File: config.mk
export PLATFORM = sky130hd
export DESIGN_NAME = rx_block_align_130b
export DESIGN_NICKNAME = d
export VERILOG_FILES = /design/src/rtl/rx_block_align_130b.sv
export SDC_FILE = /design/constraint.sdc
export NUM_CORES = 1
export LEC_CHECK = 0
export CORE_UTILIZATION = 30
export DETAILED_ROUTE_END_ITERATION = 6
export GPL_TIMING_DRIVEN = 0
export PLACE_DENSITY = 0.55
export SYNTH_ARGS = -nofsm -noshare
export SYNTH_HDL_FRONTEND = slang
export SYNTH_SLANG_ARGS = --single-unit
File: constraint.sdc
create_clock -name clk1 -period 10.6 [get_ports clk1]
set_input_delay 2.12 -clock clk1 [delete_from_list [all_inputs] [get_ports clk1]]
set_output_delay 2.12 -clock clk1 [all_outputs]
set_load 0.005 [all_outputs]
File: src/rtl/rx_block_align_130b.sv
// 128b/130b receive block aligner: hunts sync headers on one lane's serial stream,
// locks after LOCK_CNT good headers and emits header + payload per block. Optional err_cnt via RX_ERR_CNT_EN.
module rx_block_align_130b #(
  parameter int LOCK_CNT   = 4,
  parameter int UNLOCK_CNT = 4
) (
  input  logic         clk1,
  input  logic         rst1,
  input  logic         in_valid,
  input  logic         data_in,
  output logic         blk_valid,
  output logic [1:0]   blk_hdr,
  output logic [127:0] blk_data,
  output logic         hdr_err,
  output logic         locked
`ifdef RX_ERR_CNT_EN
  ,
  output logic [7:0]   err_cnt
`endif
);

  localparam logic [3:0] LOCK_C   = 4'(LOCK_CNT);
  localparam logic [3:0] UNLOCK_C = 4'(UNLOCK_CNT);
  localparam logic [7:0] BLK_LEN  = 8'd130;

  typedef enum logic [1:0] {SEARCH, CHECK, LOCKED} state_t;

  typedef struct packed {
    logic [1:0]   hdr;
    logic [127:0] data;
    logic         err;
  } blk_t;

  state_t       state, state_nxt;
  logic [129:0] window, win_nxt, cand;
  logic [7:0]   fill_cnt, fill_nxt, bit_cnt, bit_nxt, bit_inc;
  logic [3:0]   good, good_nxt, bad, bad_nxt;
  logic         hdr_ok, full, at_eval, emit, clr_err;
  logic         vld_q;
  blk_t         blk_q;

  assign cand    = {data_in, window[129:1]};
  assign hdr_ok  = cand[1] ^ cand[0];
  assign bit_inc = bit_cnt + 8'd1;
  assign at_eval = (bit_inc == BLK_LEN);

  always_comb begin
    win_nxt   = window;
    fill_nxt  = fill_cnt;
    bit_nxt   = bit_cnt;
    good_nxt  = good;
    bad_nxt   = bad;
    state_nxt = state;
    emit      = 1'b0;
    clr_err   = 1'b0;
    // window counts as full once this accepted bit is the 130th since reset
    full      = (fill_cnt >= BLK_LEN - 8'd1);
    if (in_valid) begin
      win_nxt = cand;
      if (fill_cnt != BLK_LEN) fill_nxt = fill_cnt + 8'd1;
      unique case (state)
        SEARCH: begin
          if (full && hdr_ok) begin
            state_nxt = CHECK;
            good_nxt  = 4'd1;
            bit_nxt   = 8'd0;
            clr_err   = 1'b1;
          end
        end
        CHECK: begin
          bit_nxt = at_eval ? 8'd0 : bit_inc;
          if (at_eval) begin
            if (hdr_ok) begin
              good_nxt = good + 4'd1;
              if (good_nxt == LOCK_C) begin
                state_nxt = LOCKED;
                bad_nxt   = 4'd0;
                emit      = 1'b1;
              end
            end else begin
              state_nxt = SEARCH;
            end
          end
        end
        LOCKED: begin
          bit_nxt = at_eval ? 8'd0 : bit_inc;
          if (at_eval) begin
            emit = 1'b1;
            if (hdr_ok) begin
              bad_nxt = 4'd0;
            end else begin
              bad_nxt = bad + 4'd1;
              if (bad_nxt == UNLOCK_C) state_nxt = SEARCH;
            end
          end
        end
        default: state_nxt = SEARCH;
      endcase
    end
  end

  always_ff @(posedge clk1 or posedge rst1) begin
    if (rst1) begin
      state    <= SEARCH;
      window   <= '0;
      fill_cnt <= '0;
      bit_cnt  <= '0;
      good     <= '0;
      bad      <= '0;
      vld_q    <= 1'b0;
      blk_q    <= '0;
    end else begin
      state    <= state_nxt;
      window   <= win_nxt;
      fill_cnt <= fill_nxt;
      bit_cnt  <= bit_nxt;
      good     <= good_nxt;
      bad      <= bad_nxt;
      vld_q    <= emit;
      if (emit) blk_q <= '{hdr: cand[1:0], data: cand[129:2], err: ~hdr_ok};
    end
  end

  assign blk_valid = vld_q;
  assign blk_hdr   = blk_q.hdr;
  assign blk_data  = blk_q.data;
  assign hdr_err   = blk_q.err;
  assign locked    = (state == LOCKED);

`ifdef RX_ERR_CNT_EN
  always_ff @(posedge clk1 or posedge rst1) begin
    if (rst1)                                      err_cnt <= '0;
    else if (clr_err)                              err_cnt <= '0;
    else if (emit && !hdr_ok && err_cnt != 8'hff)  err_cnt <= err_cnt + 8'd1;
  end
`endif

endmodule

# After elaboration in Yosys (flattened, before gate mapping)

Cells that the tools add are included.

$add $sub $neg: 4
Magnitude comparators: 1
Equality and inequality tests: 14
Muxes and demuxes: 27
Bitwise operators: 2
Reduce and logical (&&, ||, !) cells: 11

Operators by type and width:

| operator                                                                | number |
|---|---|
| 4-bit 2-to-1 mux                                                        | 8 |
| 8-bit by 1-bit adder with 8-bit output, second input constant           | 2 |
| 8-bit 2-to-1 mux                                                        | 2 |
| 4-bit one-hot mux with 2 select lines                                   | 2 |
| 8-bit one-hot mux with 2 select lines                                   | 1 |
| 2-bit 2-to-1 mux                                                        | 7 |
| 2-bit inequality test, second input constant                            | 5 |
| 4-bit by 1-bit adder with 4-bit output, second input constant           | 2 |
| 4-bit by 3-bit == test with 1-bit output, second input constant         | 2 |
| 8-bit == test, second input constant                                    | 1 |
| 8-bit >= comparator, second input constant                              | 1 |
| 8-bit inequality test, second input constant                            | 1 |
| 7-bit AND reduction                                                     | 1 |
| 2-bit one-hot mux with 3 select lines                                   | 1 |
| 6-bit AND reduction                                                     | 1 |
| 2-bit nonzero test                                                      | 3 |
| 1-bit 2-to-1 mux                                                        | 5 |
| 5-bit AND reduction                                                     | 1 |
| 2-bit by 1-bit inequality test with 1-bit output, second input constant | 2 |
| 3-bit inequality test, second input constant                            | 1 |
| 3-bit AND reduction                                                     | 1 |
| 2-bit by 1-bit == test with 1-bit output, second input constant         | 1 |
| 2-bit == test, second input constant                                    | 1 |
| 2-bit logical NOT                                                       | 1 |
| other kinds (6)                                                         | 6 |

Register bits after elaboration: 288
Input bits: 4
Output and inout bits: 133
Word-level logic and storage cells: 69

# Logic depth before layout (Yosys ltp)

Depth in word-level cells: 7
Depth in mapped cells: 10
Depth with buffers taken out: 8

# Least setup slack after synthesis

OpenSTA, ideal clock, no wires.

Path kind: input-to-reg
Start point: input in_valid
End point: register bit_cnt[4]
Library setup time: 0.121 ns
Arrival: 3.439 ns
Required time: 10.479 ns
Slack: 7.040 ns
Stages on the path: 7
Cells stage by stage: clkbuf_1 inv_1 o22ai_1 o21ai_0 clkbuf_1 a21o_1 a22o_1

Word-level cells in the longest chain between the ends: 1

RTL lines:

| item                                 | RTL line | text |
|---|---|---|
| from (decl)                          | 9        | `input logic in_valid,` |
| 3-bit AND reduction (no source line) | -        |  |
| to (signal assigned)                 | 116      | `bit_cnt <= bit_nxt;` |
| to (decl)                            | 36       | `logic [7:0] fill_cnt, fill_nxt, bit_cnt, bit_nxt, bit_inc;` |

No other way between the ends.
A chain may end at the register's enable or synchronous reset.

# Worst setup path in the final report

Start point: register state[0]
End point: output locked

Word-level cells in the longest chain between the ends: 1

RTL lines:

| item                   | RTL line | text |
|---|---|---|
| from (decl)            | 34       | `state_t state, state_nxt;` |
| from (signal assigned) | 113      | `state <= state_nxt;` |
| 2-bit == test          | 128      | `assign locked = (state == LOCKED);` |
| to (decl)              | 15       | `output logic locked` |

No other way between the ends.

==> metrics.md <==
| Metric | Value |
|---|---|
| Worst Hold Class | reg2reg |
| CP Data Required Time | 8.48 ns |
| CP Launch Type | flop |
| Share of cells above drive strength 1 | 35.4% |
| CTS HTree Levels | 2 |
| Clock slew at reported path FFs | 0.06 ns |
| Slowest CP cell | clkdlybuf4s50_1 |
| Post-synthesis instance area | around 12000 um2 |
| Root buffer cell | clkbuf_16 |
| Leakage power | 7.28 nW |
| Hold buffer count at cts | 0 |
| # port buffers | 135 |
| Fin crit share | 38.0% |
| GRT Overall Usage | about an eighth |
| Fill cells | 3617 |
| Clock sinks | 287 |
| Final Max Slew Viols | 0 |
| Placed cell count | 1389 |
| Clock latency at the later pin of the worst-skew pair | 0.52 ns |
| Die area | between 30000 and 40000 um2 |
| Comb power frac | 6.2% |
| DRC violations left | 0 |
| Max frequency | 248 MHz |
| Final ANT Viol Nets | 0 |
| Vias in the first global route | ~6700 |
| Peak supply drop | between 0.0001 and 0.00015 V |
| Site Rows | between 70 and 80 |
| Cells on worst reg2reg path | 8 |
| Post-Layout Cell Count | 1448 |
| Psw | 0.000579 W |
| Slew headroom | 43.6% |
| Min cycle time layout | 4.03 ns |
| Final WL | 22300 um |
| Routability cong. | 0.771 |
| Ys Warns | 0 |
| ANT cells | 0 |
| RSZ-0062 raised after global routing | no |
| Netlist cell types | 51 |
| DP HPWL | 14500 um |
| Clk buf depth | 3 |
| Placed Instance Area | 13700 um2 |
| Final #Nets | 931 |
| Net Sw Frac | 22.6% |
| Slew @ Worst Pin | 0.847 ns |
| CP Cell Sequence | inv_1, ha_1, clkdlybuf4s50_1 |
| TritonCTS Buffers | 34 |
| Worst hold start | hdr_err |
| Post_cts resized | 0 |
| CP Max Fanout | 9 |
| Avg WL per Cell | ~15 um |
| Internal power | 0.00199 W |
| Core area | 37900 um2 |
| First-pass DRT Iterations | 5 |
| First-pass GRT wire length | around 37000 um |
| Clk_skew | 0.0173 ns |
| Largest net degree at the start of global routing | 116 |
| GR peak layer | met2 |
| Met3 usage in global routing | roughly 4.4% |
| Final total power | 0.00257 W |
| Sequential area share after synthesis | 61.6% |
| Post-placement setup slack | 6.11 ns |
| Worst Setup End Kind | primary output |
| Maxcap violations | 0 |
| Die Ht | 199 um |
| Clock power share | a little under half |
| CP arrival | 1.91 ns |
| RR Startpoint | bit_cnt[0] |
| DRT iter0 DRCs | around 160 |
| Antenna violations before repair | 0 |
| EDFF count, synth | 0 |
| Final setup fails | 0 |
| Worst Hold Path EP | hdr_err |
| Initial Util | 30.7% |
| WHS Path Cells | 2 |
| Final Hold Fails | 0 |
| CTS tree | built |
| R2R Setup Slk | 7.53 ns |
| Top FF cell, synth | dfrtp_1 |
| Mean Syn Cell Area | 15.7 um2 |
| Critical path type | reg2out |
| Remaining Overflow, GRT | 0 |
| Post-Syn Instances | 741 |
| Met2 GRT Util | 17.4% |
| Pwr dens | 173 nW/um2 |
| Post-CTS setup buffer count | 0 |
| Met1 GRT Util | 15.8% |
| Yosys reg bits | around 290 |
| RR Endpoint | blk_data[76] |
| Finished Cell Area | 14900 um2 |
| Outcome | complete, no violations |
| Syn_nets | 758 |
| Post-synthesis async set-or-reset flop share | 100% |
| Total number of vias | 6398 |
| Sequential power share | 47.3% |
| Vias/cell | around 4.4 |
| Slowest Stage Delay on Critical Path | 0.56 ns |
| Io pins | 137 |
| Chip width | approximately 200 um |
| Layout area overhead | 27.5% |
| Setup ws final | 6.57 ns |
[cell families after synthesis]
| family | synth area share [%] |
|---|---|
| muxes | 27.7 |
| buffers and inverters | 2.18 |
| adders and majority gates | 1.40 |
| AOI/OAI and AO/OA | 2.71 |
| DFF | 61.6 |
| and+or+nand+nor | 3.34 |
| xor gates and xnor gates | 1.05 |
[final cells by class]
| cell class | count | area [um2] | area share (%) |
|---|---|---|---|
| multi-input cells | 404 | 4220 | 28.4 |
| inverters | 15 | 63.8 | 0.429 |
| repair buffers | 137 | 1410 | 9.46 |
| clock buffers | 48 | 985 | 6.63 |
| clock inverters | 11 | 168 | 1.13 |
| plain buffers | 35 | 198 | 1.33 |
| flip-flops and latches | 287 | 7180 | 48.3 |
| well taps | 511 | 639 | 4.30 |
[layer usage]
layer  part of all wire [%]  vias up
li1                       -     2997
met1                     47     3239
met2                     45      132
met3                    6.6       30
met4                    2.0        0
met5                      0        -
[worst max-delay path by stage]
| stage | from | end | depth (start not counted) |
|---|---|---|---|
| floorplan | rst1 | bad[0] | 1 |
| global placement | rst1 | blk_data[23] | 2 |
| detailed placement | in_valid | window[127] | 4 |
| CTS | state[0] | locked | 3 |
| global route | state[0] | locked | 3 |
| finish | state[0] | locked | 3 |
[per-stage QoR]
stage	setup TNS, ns	utilization [%]	hold slack (ns)
finish	0	39.2	0.493
global route	0	39.2	0.513
CTS	0	39.2	0.499
detailed placement	0	36.1	0.486
global placement	-961.46	36.0	0.462
floorplan	0	-	0.460
[Yosys cell counts, drive strengths merged (3+ instances only)]
cell type	count	share of area, %
dfrtp	287	62
mux2	260	28
clkbuf	23	0.74
nand2	20	0.64
inv	15	0.48
ha	13	1.4
buf	12	0.96
o21ai	12	0.52
nor2	11	0.35
xnor2	11	0.83
nand3	10	0.43
a21oi	8	0.34
nand4	7	0.38
a22o	4	0.30
or3	4	0.21
nor3	3	0.13
nor4b	3	0.46
xor2	3	0.23
[placed cells by master, fill, tap and decap left out, types with 2 or more instances in the layout]
| cell | count |
|---|---|
| a21o_1 | 2 |
| a21oi_1 | 8 |
| a22o_1 | 4 |
| and2_1 | 2 |
| and3_1 | 2 |
| buf_16 | 2 |
| buf_2 | 2 |
| buf_6 | 8 |
| bufinv_16 | 4 |
| clkbuf_1 | 30 |
| clkbuf_16 | 35 |
| clkbuf_8 | 6 |
| clkdlybuf4s50_1 | 135 |
| clkinv_2 | 3 |
| clkinvlp_4 | 2 |
| dfrtp_1 | 287 |
| ha_1 | 13 |
| inv_1 | 14 |
| inv_6 | 2 |
| mux2_2 | 182 |
| mux2_4 | 78 |
| nand2_1 | 20 |
| nand3_1 | 10 |
| nand3b_1 | 2 |
| nand4_1 | 7 |
| nor2_1 | 11 |
| nor3_1 | 3 |
| nor4_1 | 2 |
| nor4b_2 | 2 |
| o211ai_1 | 2 |
| o21ai_0 | 11 |
| o31ai_1 | 2 |
| o32ai_1 | 2 |
| or3_1 | 4 |
| xnor2_1 | 11 |
| xor2_1 | 3 |
[flip-flops by register name (all words and copies together), names as in the netlist]
signal	cells
bit_cnt	8
bad	4
fill_cnt	8
blk_hdr	2
blk_data	128
blk_valid	1
window	129
good	4
state	2
hdr_err	1
[worst max-delay path, delay by kind of cell, from the launching register on]
kind                     cells  cell delay [ns]
buffers and inverters        2             0.65
flip-flops                   1             0.39
adder cells (fa/ha/maj)      1             0.35
[power by group through the flow]
stage	Sequential [W]	Clock (W)	Combinational, W
3_3_place_gp	0.00123	0	0.000156
3_5_place_dp	0.00123	0	0.000163
2_1_floorplan	0.00122	0	0.000134
4_1_cts	0.00121	0.00124	0.000163
5_1_grt	0.00122	0.00128	0.000182
6_report	0.00121	0.00119	0.000158
Power figures use the tool's default switching activity.
